==> config.mk <==
export PLATFORM = sky130hd
export DESIGN_NAME = muldiv_unit
export DESIGN_NICKNAME = d
export VERILOG_FILES = /design/src/rtl/muldiv_unit.sv
export SDC_FILE = /design/constraint.sdc
export NUM_CORES = 1
export LEC_CHECK = 0
export BUFFER_PORTS_ARGS = -buffer_cell sky130_fd_sc_hd__buf_2
export CAP_MARGIN = 25
export CORE_UTILIZATION = 23
export DETAILED_ROUTE_END_ITERATION = 12
export SLEW_MARGIN = 20
export SYNTH_ARGS = -nofsm -noshare
export SYNTH_HDL_FRONTEND = slang
export SYNTH_SLANG_ARGS = --single-unit
==> constraint.sdc <==
create_clock -name Clk -period 4.55 [get_ports Clk]
set_clock_uncertainty 0.15 [all_clocks]
set_input_delay 1.1375 -clock Clk [delete_from_list [all_inputs] [get_ports Clk]]
set_output_delay 1.1375 -clock Clk [all_outputs]
set_load 0.02 [all_outputs]
==> src/rtl/muldiv_unit.sv <==
// Iterative multiply/divide unit with architectural HI/LO registers.
// One shift-add or restoring-divide step per cycle, sign fix-up in a final cycle.
module muldiv_unit #(
    parameter int unsigned width = 32
) (
    input  logic             Clk,
    input  logic             Reset,
    input  logic             Start,
    input  logic [1:0]       Op,
    input  logic [width-1:0] OperandA,
    input  logic [width-1:0] OperandB,
    input  logic             WriteHi,
    input  logic             WriteLo,
    input  logic [width-1:0] WriteData,
    output logic             Busy,
    output logic             Done,
    output logic             DivByZero,
    output logic [width-1:0] Hi,
    output logic [width-1:0] Lo
);
    localparam int unsigned CW = $clog2(width + 1);

    typedef enum logic [1:0] {
        IDLE = 2'd0,
        RUN  = 2'd1,
        FIX  = 2'd2
    } state_t;

    state_t             r_state,  w_state_nxt;
    logic [CW-1:0]      r_cnt,    w_cnt_nxt;
    logic               r_is_div, w_is_div_nxt;
    logic               r_neg,    w_neg_nxt;
    logic               r_sign_a, w_sign_a_nxt;
    logic [width-1:0]   r_opnd,   w_opnd_nxt;
    logic [2*width-1:0] r_acc,    w_acc_nxt;
    logic [width-1:0]   r_rem,    w_rem_nxt;
    logic [width-1:0]   r_hi,     w_hi_nxt;
    logic [width-1:0]   r_lo,     w_lo_nxt;
    logic               r_busy,   w_busy_nxt;
    logic               r_done,   w_done_nxt;
    logic               r_dbz,    w_dbz_nxt;

    // Operand capture: magnitudes for signed ops, raw values otherwise
    logic             w_sa;
    logic             w_sb;
    logic [width-1:0] w_abs_a;
    logic [width-1:0] w_abs_b;
    assign w_sa    = ~Op[0] & OperandA[width-1];
    assign w_sb    = ~Op[0] & OperandB[width-1];
    assign w_abs_a = w_sa ? ('0 - OperandA) : OperandA;
    assign w_abs_b = w_sb ? ('0 - OperandB) : OperandB;

    // Multiply step: conditional add into upper half, then shift right
    logic [width-1:0] w_addend;
    logic [width:0]   w_sum;
    assign w_addend = r_acc[0] ? r_opnd : '0;
    assign w_sum    = {1'b0, r_acc[2*width-1:width]} + {1'b0, w_addend};

    // Divide step: shift next dividend bit into the partial remainder, trial subtract
    logic [width:0]   w_shift;
    logic             w_ge;
    logic [width-1:0] w_diff;
    assign w_shift = {r_rem, r_acc[width-1]};
    assign w_ge    = (w_shift >= {1'b0, r_opnd});
    assign w_diff  = w_shift[width-1:0] - r_opnd;

    logic [2*width-1:0] w_prod;
    logic [width-1:0]   w_quo;
    logic [width-1:0]   w_remf;
    assign w_prod = r_neg ? ('0 - r_acc) : r_acc;
    assign w_quo  = r_neg ? ('0 - r_acc[width-1:0]) : r_acc[width-1:0];
    assign w_remf = r_sign_a ? ('0 - r_rem) : r_rem;

    always_comb begin
        w_state_nxt  = r_state;
        w_cnt_nxt    = r_cnt;
        w_is_div_nxt = r_is_div;
        w_neg_nxt    = r_neg;
        w_sign_a_nxt = r_sign_a;
        w_opnd_nxt   = r_opnd;
        w_acc_nxt    = r_acc;
        w_rem_nxt    = r_rem;
        w_hi_nxt     = r_hi;
        w_lo_nxt     = r_lo;
        w_busy_nxt   = r_busy;
        w_done_nxt   = 1'b0;
        w_dbz_nxt    = 1'b0;

        case (r_state)
            IDLE: begin
                if (Start) begin
                    w_state_nxt  = RUN;
                    w_busy_nxt   = 1'b1;
                    w_cnt_nxt    = CW'(width);
                    w_is_div_nxt = Op[1];
                    w_neg_nxt    = w_sa ^ w_sb;
                    w_sign_a_nxt = w_sa;
                    w_rem_nxt    = '0;
                    w_opnd_nxt   = Op[1] ? w_abs_b : w_abs_a;
                    w_acc_nxt    = {{width{1'b0}}, (Op[1] ? w_abs_a : w_abs_b)};
                end else begin
                    if (WriteHi) w_hi_nxt = WriteData;
                    if (WriteLo) w_lo_nxt = WriteData;
                end
            end
            RUN: begin
                w_cnt_nxt = r_cnt - CW'(1);
                if (r_is_div) begin
                    w_rem_nxt = w_ge ? w_diff : w_shift[width-1:0];
                    w_acc_nxt = {r_acc[2*width-1:width], r_acc[width-2:0], w_ge};
                end else begin
                    w_acc_nxt = {w_sum, r_acc[width-1:1]};
                end
                if (r_cnt == CW'(1)) w_state_nxt = FIX;
            end
            FIX: begin
                w_state_nxt = IDLE;
                w_busy_nxt  = 1'b0;
                w_done_nxt  = 1'b1;
                if (r_is_div) begin
                    if (r_opnd == '0) begin
                        w_dbz_nxt = 1'b1;
                    end else begin
                        w_lo_nxt = w_quo;
                        w_hi_nxt = w_remf;
                    end
                end else begin
                    w_hi_nxt = w_prod[2*width-1:width];
                    w_lo_nxt = w_prod[width-1:0];
                end
            end
            default: w_state_nxt = IDLE;
        endcase
    end

    always_ff @(posedge Clk) begin
        if (Reset) begin
            r_state  <= IDLE;
            r_cnt    <= '0;
            r_is_div <= 1'b0;
            r_neg    <= 1'b0;
            r_sign_a <= 1'b0;
            r_opnd   <= '0;
            r_acc    <= '0;
            r_rem    <= '0;
            r_hi     <= '0;
            r_lo     <= '0;
            r_busy   <= 1'b0;
            r_done   <= 1'b0;
            r_dbz    <= 1'b0;
        end else begin
            r_state  <= w_state_nxt;
            r_cnt    <= w_cnt_nxt;
            r_is_div <= w_is_div_nxt;
            r_neg    <= w_neg_nxt;
            r_sign_a <= w_sign_a_nxt;
            r_opnd   <= w_opnd_nxt;
            r_acc    <= w_acc_nxt;
            r_rem    <= w_rem_nxt;
            r_hi     <= w_hi_nxt;
            r_lo     <= w_lo_nxt;
            r_busy   <= w_busy_nxt;
            r_done   <= w_done_nxt;
            r_dbz    <= w_dbz_nxt;
        end
    end

    assign Busy      = r_busy;
    assign Done      = r_done;
    assign DivByZero = r_dbz;
    assign Hi        = r_hi;
    assign Lo        = r_lo;
endmodule
==> impl_results.rst, run 1 <==
.. list-table::
   :header-rows: 1

   * - Metric
     - Value
   * - Count of flip-flops with a built-in enable after synthesis
     - 0
   * - Hold crit path type
     - register to register
   * - Chip height
     - 268 um
   * - Post-synthesis cell count
     - 2214
   * - Clock tree from TritonCTS
     - yes
   * - DIE WIDTH
     - 268 um
   * - Fill count
     - 7694
   * - Clock sink total
     - 206
   * - Hold-fix buffer count after cts
     - 0
   * - Layout Cells excl Fill
     - ~3.3k
   * - Unrepaired setup endpoints after global routing
     - no
   * - Final weighted congestion of routability-driven global placement
     - around 0.95
   * - Die Area
     - a little over 70000 sq um
   * - Number of cells on the worst hold path
     - 2
   * - Peak ir drop on the vdd network
     - about 0.24 mV
   * - Layout Area Growth over Synthesis
     - 17.3%
   * - Transition time of the tightest slew-check pin
     - roughly 1100 ps
   * - Antenna violations before repair
     - 13
   * - Upper clock frequency limit
     - about 260 MHz
   * - Post-Place Cells
     - roughly 3.2k
   * - Starting density of the core
     - 23.2%
   * - Type of origin of the critical path
     - register
   * - Setup Slack @ Placement
     - 467 ps
   * - Setup crit end kind
     - register
   * - Share of layout cells above drive strength 1
     - 12.5%
   * - Routed wl met2
     - 25.2 mm
   * - Mapped Area
     - 16300 sq um
   * - Reg clk slew, reported paths
     - 60 ps
   * - Number of buffers added by the clock tree synthesis step
     - 25
   * - Maximum net fanout on the critical path
     - 13
   * - Slowest stage delay, CP
     - 540 ps
   * - First-iteration detailed-routing DRC count
     - 1587
   * - Instance area at placement
     - ~18000 sq um
   * - Final routed DRC violation total
     - 0
   * - Data arrival time at the worst-slack endpoint
     - 4210 ps
   * - Number of warnings reported in the yosys synthesis log
     - 0
   * - Syn Nets
     - 2389
   * - Clk buf depth
     - 3
   * - Largest net degree at the start of global routing
     - 86
   * - Final routed wire length divided by cell count
     - 18.9 um
   * - Count of final setup violators
     - 0
   * - Setup total negative slack
     - 0 ps
   * - Result of the run
     - complete, no violations
   * - Global-route congestion overflow total
     - 0
   * - First-pass GRT wire length
     - between 90 and 100 mm
   * - Sequential area share after synthesis
     - 25.4%
   * - Avg Vias per Cell
     - 5.24
   * - Final hold viol count
     - 0
   * - Crit-path cells
     - inv_1, ha_1, or3b_2, nor4_4, nand4b_2, or4_1, or4_1, o31ai_2, xnor2_1, o211ai_2, a311oi_1
   * - Floorplan Core Area
     - 70000 sq um
   * - Reported max-cap violation count
     - 0
   * - Time the final worst path needs with I/O delays and setup
     - 3900 ps
   * - Metal3 WL
     - 5.23 mm
   * - Cell at the root of the clock tree
     - sky130_fd_sc_hd__clkbuf_16
   * - Data required, critical path
     - 4860 ps
   * - Library cell contributing the largest single delay on the critical path
     - sky130_fd_sc_hd__or3b_2
   * - Logic depth of the worst register-to-register path
     - 11
   * - Via count
     - between 15k and 20k
   * - Clock latency of the later-clocked register in the worst-skew pair
     - approximately 550 ps
   * - Post-synthesis async set-or-reset flop share
     - 0%
   * - Average instance area after synthesis
     - 7.34 sq um
   * - Resize count post-CTS
     - 0
   * - Final Util
     - 27.2%
   * - Number of setup buffers added after CTS
     - 0
   * - Crit path top cell by count
     - sky130_fd_sc_hd__or4_1
   * - Share of the cycle needed by the critical path after routing
     - 85.7%
   * - First-pass iteration count of the detailed router
     - 11
   * - Cell area after layout
     - 19100 sq um
   * - Static leakage
     - 7.75 nW
   * - Count of distinct cell types in the synthesized netlist
     - 76
   * - I/O pins
     - 170
   * - Most used DFF post-synth
     - sky130_fd_sc_hd__dfxtp_1
   * - Top sig layer
     - met5
   * - Worst slew margin relative to its limit
     - 27.4%
   * - Via count of the first global-routing pass
     - 15.2k
   * - Number of synthesized register bits
     - 206
   * - Number of buffers inserted by port buffering
     - 169
   * - Type of the worst setup path
     - register to register
   * - Routed met1 length
     - 29.7 mm
   * - Detailed Place HPWL
     - 49.1 mm
   * - FP Rows
     - 97
   * - Final Net Count
     - 2485
   * - Power density over the cells
     - 295 nW/um^2
   * - Count of nets left with antenna violations after detail routing
     - 0
   * - Routed Wire Length
     - 62.0 mm
   * - Overall power of the completed layout
     - roughly 5.6 mW
   * - Number of slew-limit violations in the final report
     - 0
   * - H-tree depth
     - 1
   * - Worst Setup Slack, final
     - 650 ps
   * - Hold_ws
     - 304 ps
   * - GRT Overall Usage
     - 16.7%
==> metal layers <==
metal | track usage [%] | vias to the layer above
met1 | 24.9 | 8061
met5 | 0 | -
met2 | 24.5 | 700
met3 | 2.45 | 91
li1 | - | 8286
met4 | 5.22 | 10
==> flip-flops by register name, summed over array words and instances (netlist names) <==
name,cells
r_acc,64
r_is_div,1
r_state,2
r_cnt,6
Busy,1
Hi,32
r_sign_a,1
r_opnd,32
Lo,32
r_neg,1
Done,1
DivByZero,1
r_rem,32
==> layout by cell type (no fill, tap or decap), types with 14 or more instances in the layout <==
cell type / instances
sky130_fd_sc_hd__nand3_1: 33
sky130_fd_sc_hd__o211ai_1: 37
sky130_fd_sc_hd__o21ai_0: 135
sky130_fd_sc_hd__nand2b_1: 22
sky130_fd_sc_hd__buf_4: 44
sky130_fd_sc_hd__nor2b_1: 15
sky130_fd_sc_hd__or4_1: 17
sky130_fd_sc_hd__a311oi_1: 16
sky130_fd_sc_hd__nand4_1: 15
sky130_fd_sc_hd__and3_1: 14
sky130_fd_sc_hd__o41ai_1: 16
sky130_fd_sc_hd__clkbuf_16: 25
sky130_fd_sc_hd__buf_2: 169
sky130_fd_sc_hd__a21o_1: 30
sky130_fd_sc_hd__a22oi_1: 18
sky130_fd_sc_hd__nor3_1: 51
sky130_fd_sc_hd__nor4_1: 27
sky130_fd_sc_hd__a21oi_1: 209
sky130_fd_sc_hd__ha_1: 70
sky130_fd_sc_hd__inv_1: 71
sky130_fd_sc_hd__a211oi_1: 87
sky130_fd_sc_hd__nand2_1: 216
sky130_fd_sc_hd__o31ai_1: 47
sky130_fd_sc_hd__mux2i_1: 57
sky130_fd_sc_hd__or3_1: 29
sky130_fd_sc_hd__xnor2_1: 86
sky130_fd_sc_hd__dfxtp_1: 204
sky130_fd_sc_hd__xor2_1: 99
sky130_fd_sc_hd__nor2_1: 271
==> path summary, 6_finish.rpt <==
kind | startpoint | end | slack, ps
max | r_acc[0]$_SDFFE_PP0P_ | Hi[14]$_SDFFE_PP0P_ | 650
min | r_opnd[10]$_SDFFE_PP0P_ | r_opnd[10]$_SDFFE_PP0P_ | 300
max reg2reg | r_acc[0]$_SDFFE_PP0P_ | Hi[14]$_SDFFE_PP0P_ | 650
min reg2reg | r_opnd[10]$_SDFFE_PP0P_ | r_opnd[10]$_SDFFE_PP0P_ | 300
==> worst max-delay path: cells and delay by family, from the launching register on <==
kind                       cells  cell delay [ps]
AOI/OAI and AO/OA              3              580
adders and majority gates      1              250
xor gates and xnor gates       1              170
buffers and inverters          1              350
DFF                            1              310
and+or+nand+nor                5             2020
==> area by class of cell <==
type	instances	area (sq um)	share of cell area, %
repair buffers	218	1270	6.66
clock buffers	30	664	3.49
well taps	940	1180	6.17
flip-flops and latches	206	4130	21.7
multi-input cells	1788	11300	59.5
diodes	8	20.0	0.105
clock inverters	13	199	1.04
inverters	71	267	1.40
==> kinds of logic (layout without fill, tap and decap cells) <==
family	Yosys count	count (layout)	synth area share [%]
AND/OR/NAND/NOR	769	769	22.3
other	0	8	0
multiplexers	57	57	3.51
buffers and inverters	220	332	5.19
XOR/XNOR	185	185	9.97
adder cells (fa/ha/maj)	72	72	5.64
AO/OA/AOI/OAI	705	705	28.0
flip-flops	206	206	25.4
==> power by group <==
group,internal (mW),switching (mW)
sequential,1.91,0.158
combinational,0.513,0.899
clock,1.32,0.829
total,3.74,1.89
==> Yosys cell counts (47+ instances only) <==
cell | count | area (sq um)
sky130_fd_sc_hd__o21ai_0 | 135 | 676
sky130_fd_sc_hd__o31ai_1 | 47 | 353
sky130_fd_sc_hd__mux2i_1 | 57 | 571
sky130_fd_sc_hd__ha_1 | 70 | 876
sky130_fd_sc_hd__clkbuf_1 | 131 | 492
sky130_fd_sc_hd__a21oi_1 | 210 | 1050
sky130_fd_sc_hd__xor2_1 | 99 | 867
sky130_fd_sc_hd__inv_1 | 71 | 267
sky130_fd_sc_hd__nand2_1 | 217 | 815
sky130_fd_sc_hd__xnor2_1 | 86 | 753
sky130_fd_sc_hd__dfxtp_1 | 206 | 4120
sky130_fd_sc_hd__nor3_1 | 51 | 255
sky130_fd_sc_hd__nor2_1 | 272 | 1020
sky130_fd_sc_hd__a211oi_1 | 87 | 653
No activity file was read; power rests on OpenSTA's default activity.
==> run 2: changes to the inputs <==
Settings changed: CORE_UTILIZATION 23 to 33.
==> run 2 against run 1 <==
Net effect: critical path depth rose by 2; critical path type unchanged; largest power group unchanged; final area down 2.3%; via count shrank 0.66%; hold slack got worse by 1.3 ps; setup slack improved by 130 ps; non-clock buffer count down 3; flip-flop and latch count did not move.
==> impl_results.rst, run 2 (same netlist as run 1, synthesis figures left out) <==
.. list-table::
   :header-rows: 1

   * - Metric
     - Value
   * - Result of the run
     - complete, no violations (unchanged)
   * - Largest net degree at the start of global routing
     - 86 (unchanged)
   * - Final hold viol count
     - 0 (unchanged)
   * - Category of cells accounting for the largest share of critical-path delay
     - compound AO/OA/AOI/OAI gates (was simple AND/OR/NAND/NOR gates)
   * - Upper clock frequency limit
     - 265 MHz (was 256 MHz)
   * - Type of the worst setup path
     - register to register (unchanged)
   * - Reg clk slew, reported paths
     - 60 ps (about the same)
   * - Leading cell types in the layout, fill and taps excluded
     - sky130_fd_sc_hd__nor2_1, sky130_fd_sc_hd__nand2_1, sky130_fd_sc_hd__a21oi_1 (unchanged)
   * - Detailed Place HPWL
     - 48.1 mm (was 49.1 mm)
   * - Final routed DRC violation total
     - 0 (unchanged)
   * - Chip height
     - 224 um (was 268 um)
   * - Fraction of power consumed by combinational cells
     - 25.5% (was 25.1%)
   * - First-iteration detailed-routing DRC count
     - 1580 (was 1587)
   * - DIE WIDTH
     - 224 um (was 268 um)
   * - Storage cell area
     - 4130 sq um (unchanged)
   * - Worst slew margin relative to its limit
     - 31.4% (was 27.4%)
   * - Endpoint of the lowest-slack register-to-register path
     - r_acc[59]$_SDFFE_PP0P_ (was Hi[14]$_SDFFE_PP0P_)
   * - Minimum setup slack among reg-to-reg paths
     - 780 ps (was 650 ps)
   * - Unrepaired setup endpoints after global routing
     - no (unchanged)
   * - Cell at the root of the clock tree
     - sky130_fd_sc_hd__clkbuf_16 (unchanged)
   * - Data arrival time at the worst-slack endpoint
     - 4070 ps (was 4210 ps)
   * - Setup total negative slack
     - 0 ps (unchanged)
   * - Crit-path cells
     - inv_1, buf_4, nor2_1, ha_1, a21o_1, nor3_1, a211oi_1, a211o_1, o31a_1, a41oi_1, o21ai_0, xor2_1, a22o_1 (was inv_1, ha_1, or3b_2, nor4_4, nand4b_2, or4_1, or4_1, o31ai_2, xnor2_1, o211ai_2, a311oi_1)
   * - Number of buffers inserted by port buffering
     - 169 (unchanged)
   * - Hold crit path type
     - register to register (unchanged)
   * - I/O pins
     - 170 (unchanged)
   * - Floorplan Core Area
     - 48100 sq um (was 70000 sq um)
   * - Hold-fix buffer count after cts
     - 0 (unchanged)
   * - Time the final worst path needs with I/O delays and setup
     - 3770 ps (was 3900 ps)
   * - Maximum net fanout on the critical path
     - 26 (was 13)
   * - Layout Area Growth over Synthesis
     - 14.6% (was 17.3%)
   * - Data required, critical path
     - 4840 ps (was 4860 ps)
   * - Worst Path Buf+Inv
     - 2 (was 1)
   * - Share of the cycle needed by the critical path after routing
     - 82.9% (was 85.7%)
   * - H-tree depth
     - 1 (unchanged)
   * - Number of slew-limit violations in the final report
     - 0 (unchanged)
   * - Resize count post-CTS
     - 0 (unchanged)
   * - Hold endpoint
     - Hi[19]$_SDFFE_PP0P_ (was r_opnd[10]$_SDFFE_PP0P_)
   * - Via count of the first global-routing pass
     - 15.7k (was 15.2k)
   * - Clk buf depth
     - 3 (unchanged)
   * - Clock latency of the later-clocked register in the worst-skew pair
     - 570 ps (was 550 ps)
   * - Final weighted congestion of routability-driven global placement
     - 0.942 (was 0.949)
   * - Sequential Power Share
     - 36.7% (about the same)
   * - Number of buffers added by the clock tree synthesis step
     - 25 (unchanged)
   * - GRT Overall Usage
     - 23.8% (was 16.7%)
   * - Final Net Count
     - 2482 (was 2485)
   * - Peak ir drop on the vdd network
     - 0.218 mV (was 0.240 mV)
   * - Type of origin of the critical path
     - register (unchanged)
   * - Final routed wire length divided by cell count
     - 20.5 um (was 18.9 um)
   * - Commonest non-fill, non-tap cell in the layout
     - sky130_fd_sc_hd__nor2_1 (unchanged)
   * - FP Rows
     - 80 (was 97)
   * - Reported max-cap violation count
     - 0 (unchanged)
   * - Count of final setup violators
     - 0 (unchanged)
   * - Starting density of the core
     - 33.8% (was 23.2%)
   * - Routed Wire Length
     - 61.0 mm (was 62.0 mm)
   * - Transition time of the tightest slew-check pin
     - 1020 ps (was 1080 ps)
   * - Number of setup buffers added after CTS
     - 0 (unchanged)
   * - Antenna violations before repair
     - 0 (was 13)
   * - Avg Vias per Cell
     - 5.71 (was 5.24)
   * - Clock sink total
     - 206 (unchanged)
   * - First-pass GRT wire length
     - 93.3 mm (was 93.7 mm)
   * - Reg-to-reg startpoint
     - r_acc[0]$_SDFFE_PP0P_ (unchanged)
   * - Logic depth of the worst register-to-register path
     - 13 (was 11)
   * - Global-route congestion overflow total
     - 0 (unchanged)
   * - Worst Hold Launch
     - Hi[19]$_SDFFE_PP0P_ (was r_opnd[10]$_SDFFE_PP0P_)
   * - Clock tree from TritonCTS
     - yes (unchanged)
   * - Net switching share of the total power
     - 34.5% (was 33.5%)
   * - Static leakage
     - 7.71 nW (was 7.75 nW)
   * - Largest register by flop count
     - r_acc (unchanged)
   * - Share of layout cells above drive strength 1
     - 12.4% (was 12.5%)
   * - Post-Place Cells
     - 2935 (was 3220)
   * - Clk network pwr share
     - 37.8% (was 38.2%)
   * - Die Area
     - 50100 sq um (was 71700 sq um)
   * - Library cell contributing the largest single delay on the critical path
     - sky130_fd_sc_hd__a41oi_1 (was sky130_fd_sc_hd__or3b_2)
   * - Number of cells on the worst hold path
     - 2 (unchanged)
   * - Total net switching power
     - 1.92 mW (was 1.89 mW)
   * - Hold_ws
     - 303 ps (was 304 ps)
   * - Count of nets left with antenna violations after detail routing
     - 0 (unchanged)
   * - Slowest stage delay, CP
     - 480 ps (was 540 ps)
   * - Setup crit end kind
     - register (unchanged)
   * - First-pass iteration count of the detailed router
     - 6 (was 11)
   * - Fill count
     - 4953 (was 7694)
   * - Internal power component
     - 3.65 mW (was 3.74 mW)
   * - Number of flip-flops under the largest register name
     - 64 (unchanged)
   * - Via count
     - 17.0k (was 17.1k)
   * - Multi-input gate area in the final layout
     - 11300 sq um (about the same)
   * - Layout Cells excl Fill
     - 2981 (was 3274)
   * - Power density over the cells
     - 299 nW/um^2 (was 295 nW/um^2)
run 2: cell count changes in the layout (fill, tap and decap cells not counted), sizes merged:
cell      previous run  this run
inv                 71        72
bufinv               5         3
clkinvlp             2         3
buf                217       215
clkbuf              31        32
diode                8         1
clkinv               6         5
run 2: layout make-up:
type | instances | area share (%)
multi-input cells | 1788 | 60.8
flip-flops and latches | 206 | 22.2
inverters | 71 | 1.43
well taps | 656 | 4.41
diodes | 1 | 0.0134
clock buffers | 32 | 3.66
repair buffers | 215 | 6.58
clock inverters | 12 | 0.887
run 2: metal layers:
layer | vias up | track usage (%) | routed length, um
li1 | 8259 | - | -
met1 | 8073 | 33.1 | 28500
met2 | 607 | 36.6 | 26300
met3 | 96 | 3.37 | 3750
met4 | 0 | 9.96 | 2510
met5 | - | 0 | 0
run 2: how the worst max path moves through the flow:
stage	start	to	slack, ps	cells after the start
CTS	r_acc[0]$_SDFFE_PP0P_	r_acc[59]$_SDFFE_PP0P_	770	13
floorplan	OperandB[0]	r_acc[14]$_SDFFE_PP0P_	730	11
detailed placement	OperandB[0]	r_acc[14]$_SDFFE_PP0P_	420	11
finish	r_acc[0]$_SDFFE_PP0P_	r_acc[59]$_SDFFE_PP0P_	780	13
global route	r_acc[0]$_SDFFE_PP0P_	r_acc[59]$_SDFFE_PP0P_	540	13
global placement	OperandB[0]	r_acc[14]$_SDFFE_PP0P_	420	11
run 2: worst reg2reg max path: cells and delay by family, from the launching register on:
kind	cells	cell delay, ps
xor gates and xnor gates	1	170
adders and majority gates	1	360
DFF	1	310
buffers and inverters	2	510
AOI/OAI and AO/OA	7	1870
and+or+nand+nor	2	290
run 2: through the flow:
| stage | util [%] | cell area (sq um) | worst slack [ps] | total power, mW |
|---|---|---|---|---|
| 2_1_floorplan | - | 16300 | 733 | 2.98 |
| 3_3_place_gp | 36.9 | 17800 | 425 | 3.46 |
| 3_5_place_dp | 36.9 | 17800 | 417 | 3.47 |
| 4_1_cts | 38.6 | 18600 | 765 | 5.57 |
| 5_1_grt | 38.7 | 18600 | 540 | 5.81 |
| 6_report | 38.7 | 18600 | 776 | 5.57 |
run 2: power by group through the flow:
stage / registers [mW] / logic, mW / clock network (mW)
2_1_floorplan: 2.06 / 0.925 / 0
3_3_place_gp: 2.08 / 1.38 / 0
3_5_place_dp: 2.08 / 1.39 / 0
4_1_cts: 2.04 / 1.40 / 2.13
5_1_grt: 2.05 / 1.55 / 2.21
6_report: 2.04 / 1.42 / 2.11
==> run 3: changes to the inputs <==
Clock period 4.55 ns to 3.8 ns, I/O delays scaled along.
==> run 3 against run 2 <==
Net effect: critical path depth down 4; non-clock buffer count up 29; setup slack worse by 580 ps; global-route usage down 0.53 points; cell count up 0.97%; first-iteration DRC count up 1.9%; highest routed layer unchanged.
==> impl_results.rst, run 3 (same netlist as run 1, synthesis figures left out) <==
.. list-table::
   :header-rows: 1

   * - Metric
     - Value
   * - Hold endpoint
     - Hi[9]$_SDFFE_PP0P_ (was Hi[19]$_SDFFE_PP0P_)
   * - Static leakage
     - 7.90 nW (was 7.71 nW)
   * - Time the final worst path needs with I/O delays and setup
     - 3610 ps (was 3770 ps)
   * - GRT Overall Usage
     - 23.3% (was 23.8%)
   * - Via count of the first global-routing pass
     - 15.6k (was 15.7k)
   * - Floorplan Core Area
     - 48100 sq um (unchanged)
   * - Transition time of the tightest slew-check pin
     - 969 ps (was 1020 ps)
   * - Avg Vias per Cell
     - 5.74 (was 5.71)
   * - Worst Hold Launch
     - Hi[9]$_SDFFE_PP0P_ (was Hi[19]$_SDFFE_PP0P_)
   * - Number of buffers inserted by port buffering
     - 169 (unchanged)
   * - Cell at the root of the clock tree
     - sky130_fd_sc_hd__clkbuf_16 (unchanged)
   * - Leading cell types in the layout, fill and taps excluded
     - sky130_fd_sc_hd__nor2_1, sky130_fd_sc_hd__nand2_1, sky130_fd_sc_hd__a21oi_1 (unchanged)
   * - Commonest non-fill, non-tap cell in the layout
     - sky130_fd_sc_hd__nor2_1 (unchanged)
   * - Crit-path cells
     - or4_1, nor4_4, nand4b_2, or4_1, or4_1, o31ai_2, xnor2_1, o211ai_2, a311oi_1 (was inv_1, buf_4, nor2_1, ha_1, a21o_1, nor3_1, a211oi_1, a211o_1, o31a_1, a41oi_1, o21ai_0, xor2_1, a22o_1)
   * - Number of cells on the worst hold path
     - 2 (unchanged)
   * - Reported max-cap violation count
     - 0 (unchanged)
   * - Instance area at placement
     - 18000 sq um (was 17800 sq um)
   * - Clock tree from TritonCTS
     - yes (unchanged)
   * - First-pass iteration count of the detailed router
     - 5 (was 6)
   * - Setup total negative slack
     - 0 ps (unchanged)
   * - Data arrival time at the worst-slack endpoint
     - 3910 ps (was 4070 ps)
   * - Layout Area Growth over Synthesis
     - 16.7% (was 14.6%)
   * - Type of origin of the critical path
     - register (unchanged)
   * - Slowest stage delay, CP
     - 660 ps (was 480 ps)
   * - Data required, critical path
     - 4100 ps (was 4840 ps)
   * - Routed Wire Length
     - 60.2 mm (was 61.0 mm)
   * - Final hold viol count
     - 0 (unchanged)
   * - Number of buffers added by the clock tree synthesis step
     - 25 (unchanged)
   * - Final routed wire length divided by cell count
     - 20.0 um (was 20.5 um)
   * - Final routed DRC violation total
     - 0 (unchanged)
   * - H-tree depth
     - 1 (unchanged)
   * - Fill count
     - 4929 (was 4953)
   * - Clock latency of the later-clocked register in the worst-skew pair
     - 570 ps (about the same)
   * - Multi-input gate area in the final layout
     - 11300 sq um (about the same)
   * - Detailed Place HPWL
     - 47.7 mm (was 48.1 mm)
   * - Largest net degree at the start of global routing
     - 107 (was 86)
   * - Share of layout cells above drive strength 1
     - 13.5% (was 12.4%)
   * - Clk buf depth
     - 3 (unchanged)
   * - Final weighted congestion of routability-driven global placement
     - 0.948 (was 0.942)
   * - Endpoint of the lowest-slack register-to-register path
     - Hi[14]$_SDFFE_PP0P_ (was r_acc[59]$_SDFFE_PP0P_)
   * - Cell area after layout
     - 19000 sq um (was 18600 sq um)
   * - Maximum net fanout on the critical path
     - 8 (was 26)
   * - Die Area
     - 50100 sq um (unchanged)
   * - Hold crit path type
     - register to register (unchanged)
   * - Share of the cycle needed by the critical path after routing
     - 94.9% (was 82.9%)
   * - Via count
     - 17.3k (was 17.0k)
   * - Count of nets left with antenna violations after detail routing
     - 0 (unchanged)
   * - Reg clk slew, reported paths
     - 60 ps (about the same)
   * - Logic depth of the worst register-to-register path
     - 9 (was 13)
   * - DIE WIDTH
     - 224 um (unchanged)
   * - First-pass GRT wire length
     - 91.5 mm (was 93.3 mm)
   * - Count of final setup violators
     - 0 (unchanged)
   * - Power density over the cells
     - 365 nW/um^2 (was 299 nW/um^2)
   * - Antenna violations before repair
     - 0 (unchanged)
   * - Result of the run
     - complete, no violations (unchanged)
   * - Starting density of the core
     - 33.8% (unchanged)
   * - Peak ir drop on the vdd network
     - 0.293 mV (was 0.218 mV)
   * - Type of the worst setup path
     - register to register (unchanged)
   * - Library cell contributing the largest single delay on the critical path
     - sky130_fd_sc_hd__or4_1 (was sky130_fd_sc_hd__a41oi_1)
   * - Resize count post-CTS
     - 0 (unchanged)
   * - Number of slew-limit violations in the final report
     - 0 (unchanged)
   * - Largest register by flop count
     - r_acc (unchanged)
   * - Number of setup buffers added after CTS
     - 0 (unchanged)
   * - Worst slew margin relative to its limit
     - 35.2% (was 31.4%)
   * - Minimum setup slack among reg-to-reg paths
     - 190 ps (was 780 ps)
   * - Chip height
     - 224 um (unchanged)
   * - First-iteration detailed-routing DRC count
     - 1610 (was 1580)
   * - Number of diodes
     - 0 (was 1)
   * - Final Util
     - 39.4% (was 38.7%)
   * - Setup crit end kind
     - register (unchanged)
   * - Final Net Count
     - 2511 (was 2482)
   * - Number of flip-flops under the largest register name
     - 64 (unchanged)
   * - Upper clock frequency limit
     - 277 MHz (was 265 MHz)
   * - Hold-fix buffer count after cts
     - 0 (unchanged)
   * - Reg-to-reg startpoint
     - r_acc[4]$_SDFFE_PP0P_ (was r_acc[0]$_SDFFE_PP0P_)
   * - Clock sink total
     - 206 (unchanged)
   * - Crit path top cell by count
     - sky130_fd_sc_hd__or4_1
   * - Global-route congestion overflow total
     - 0 (unchanged)
   * - FP Rows
     - 80 (unchanged)
   * - I/O pins
     - 170 (unchanged)
   * - Storage cell area
     - 4130 sq um (unchanged)
   * - Unrepaired setup endpoints after global routing
     - no (unchanged)
[run 3: cell types whose count changed in the layout (fill, tap and decap cells not counted), sizes merged]
cell    before  now
buf        215  244
clkinv       5    2
diode        1    0
bufinv       3    7
[run 3: worst max-delay path by stage]
| stage | from | depth (start not counted) | to | slack [ps] |
|---|---|---|---|---|
| 2_1_floorplan | r_acc[0]$_SDFFE_PP0P_ | 12 | Hi[14]$_SDFFE_PP0P_ | 110 |
| 5_1_grt | r_acc[0]$_SDFFE_PP0P_ | 14 | r_acc[60]$_SDFFE_PP0P_ | 20 |
| 4_1_cts | r_acc[1]$_SDFFE_PP0P_ | 11 | Hi[14]$_SDFFE_PP0P_ | 160 |
| 3_5_place_dp | OperandB[0] | 11 | r_acc[14]$_SDFFE_PP0P_ | 20 |
| 3_3_place_gp | OperandB[0] | 11 | r_acc[14]$_SDFFE_PP0P_ | -10 |
| 6_report | r_acc[4]$_SDFFE_PP0P_ | 9 | Hi[14]$_SDFFE_PP0P_ | 190 |
[run 3: where the power goes]
part	leakage (nW)	switching, mW	internal, mW
combinational	5.77	1.11	0.630
sequential	1.68	0.160	2.29
clock	0.445	1.01	1.73
[run 3: per-stage QoR]
stage          hold WS [ps]  setup WS [ps]  cells  total power [mW]
3_5_place_dp            294           21.1   2966              4.19
5_1_grt                 333           21.7   3010              7.19
3_3_place_gp            288          -10.5   2966              4.17
6_report                299            195   3010              6.92
2_1_floorplan           282            114   2214              3.57
4_1_cts                 302            161   3011              6.92
[run 3: critical path, delay by kind of cell (launching register included)]
| family | cells | cell delay (ps) |
|---|---|---|
| XOR/XNOR | 1 | 160 |
| AND/OR/NAND/NOR | 5 | 2210 |
| AO/OA/AOI/OAI | 3 | 590 |
| flip-flops | 1 | 380 |
[run 3: metal layers]
metal | track usage [%] | routed length [um] | share of wire, %
met1 | 32.8 | 27800 | 46
met2 | 36.1 | 26100 | 43
met3 | 2.91 | 4110 | 6.8
met4 | 8.75 | 2210 | 3.7
met5 | 0 | 0 | 0
[run 3: layout make-up]
cell class / count / area share (%)
clock inverter: 13 / 1.39
clock buffer: 32 / 3.54
timing repair buffer: 244 / 7.77
tap: 656 / 4.33
inverter: 71 / 1.41
sequential: 206 / 21.8
multi-input combinational: 1788 / 59.8
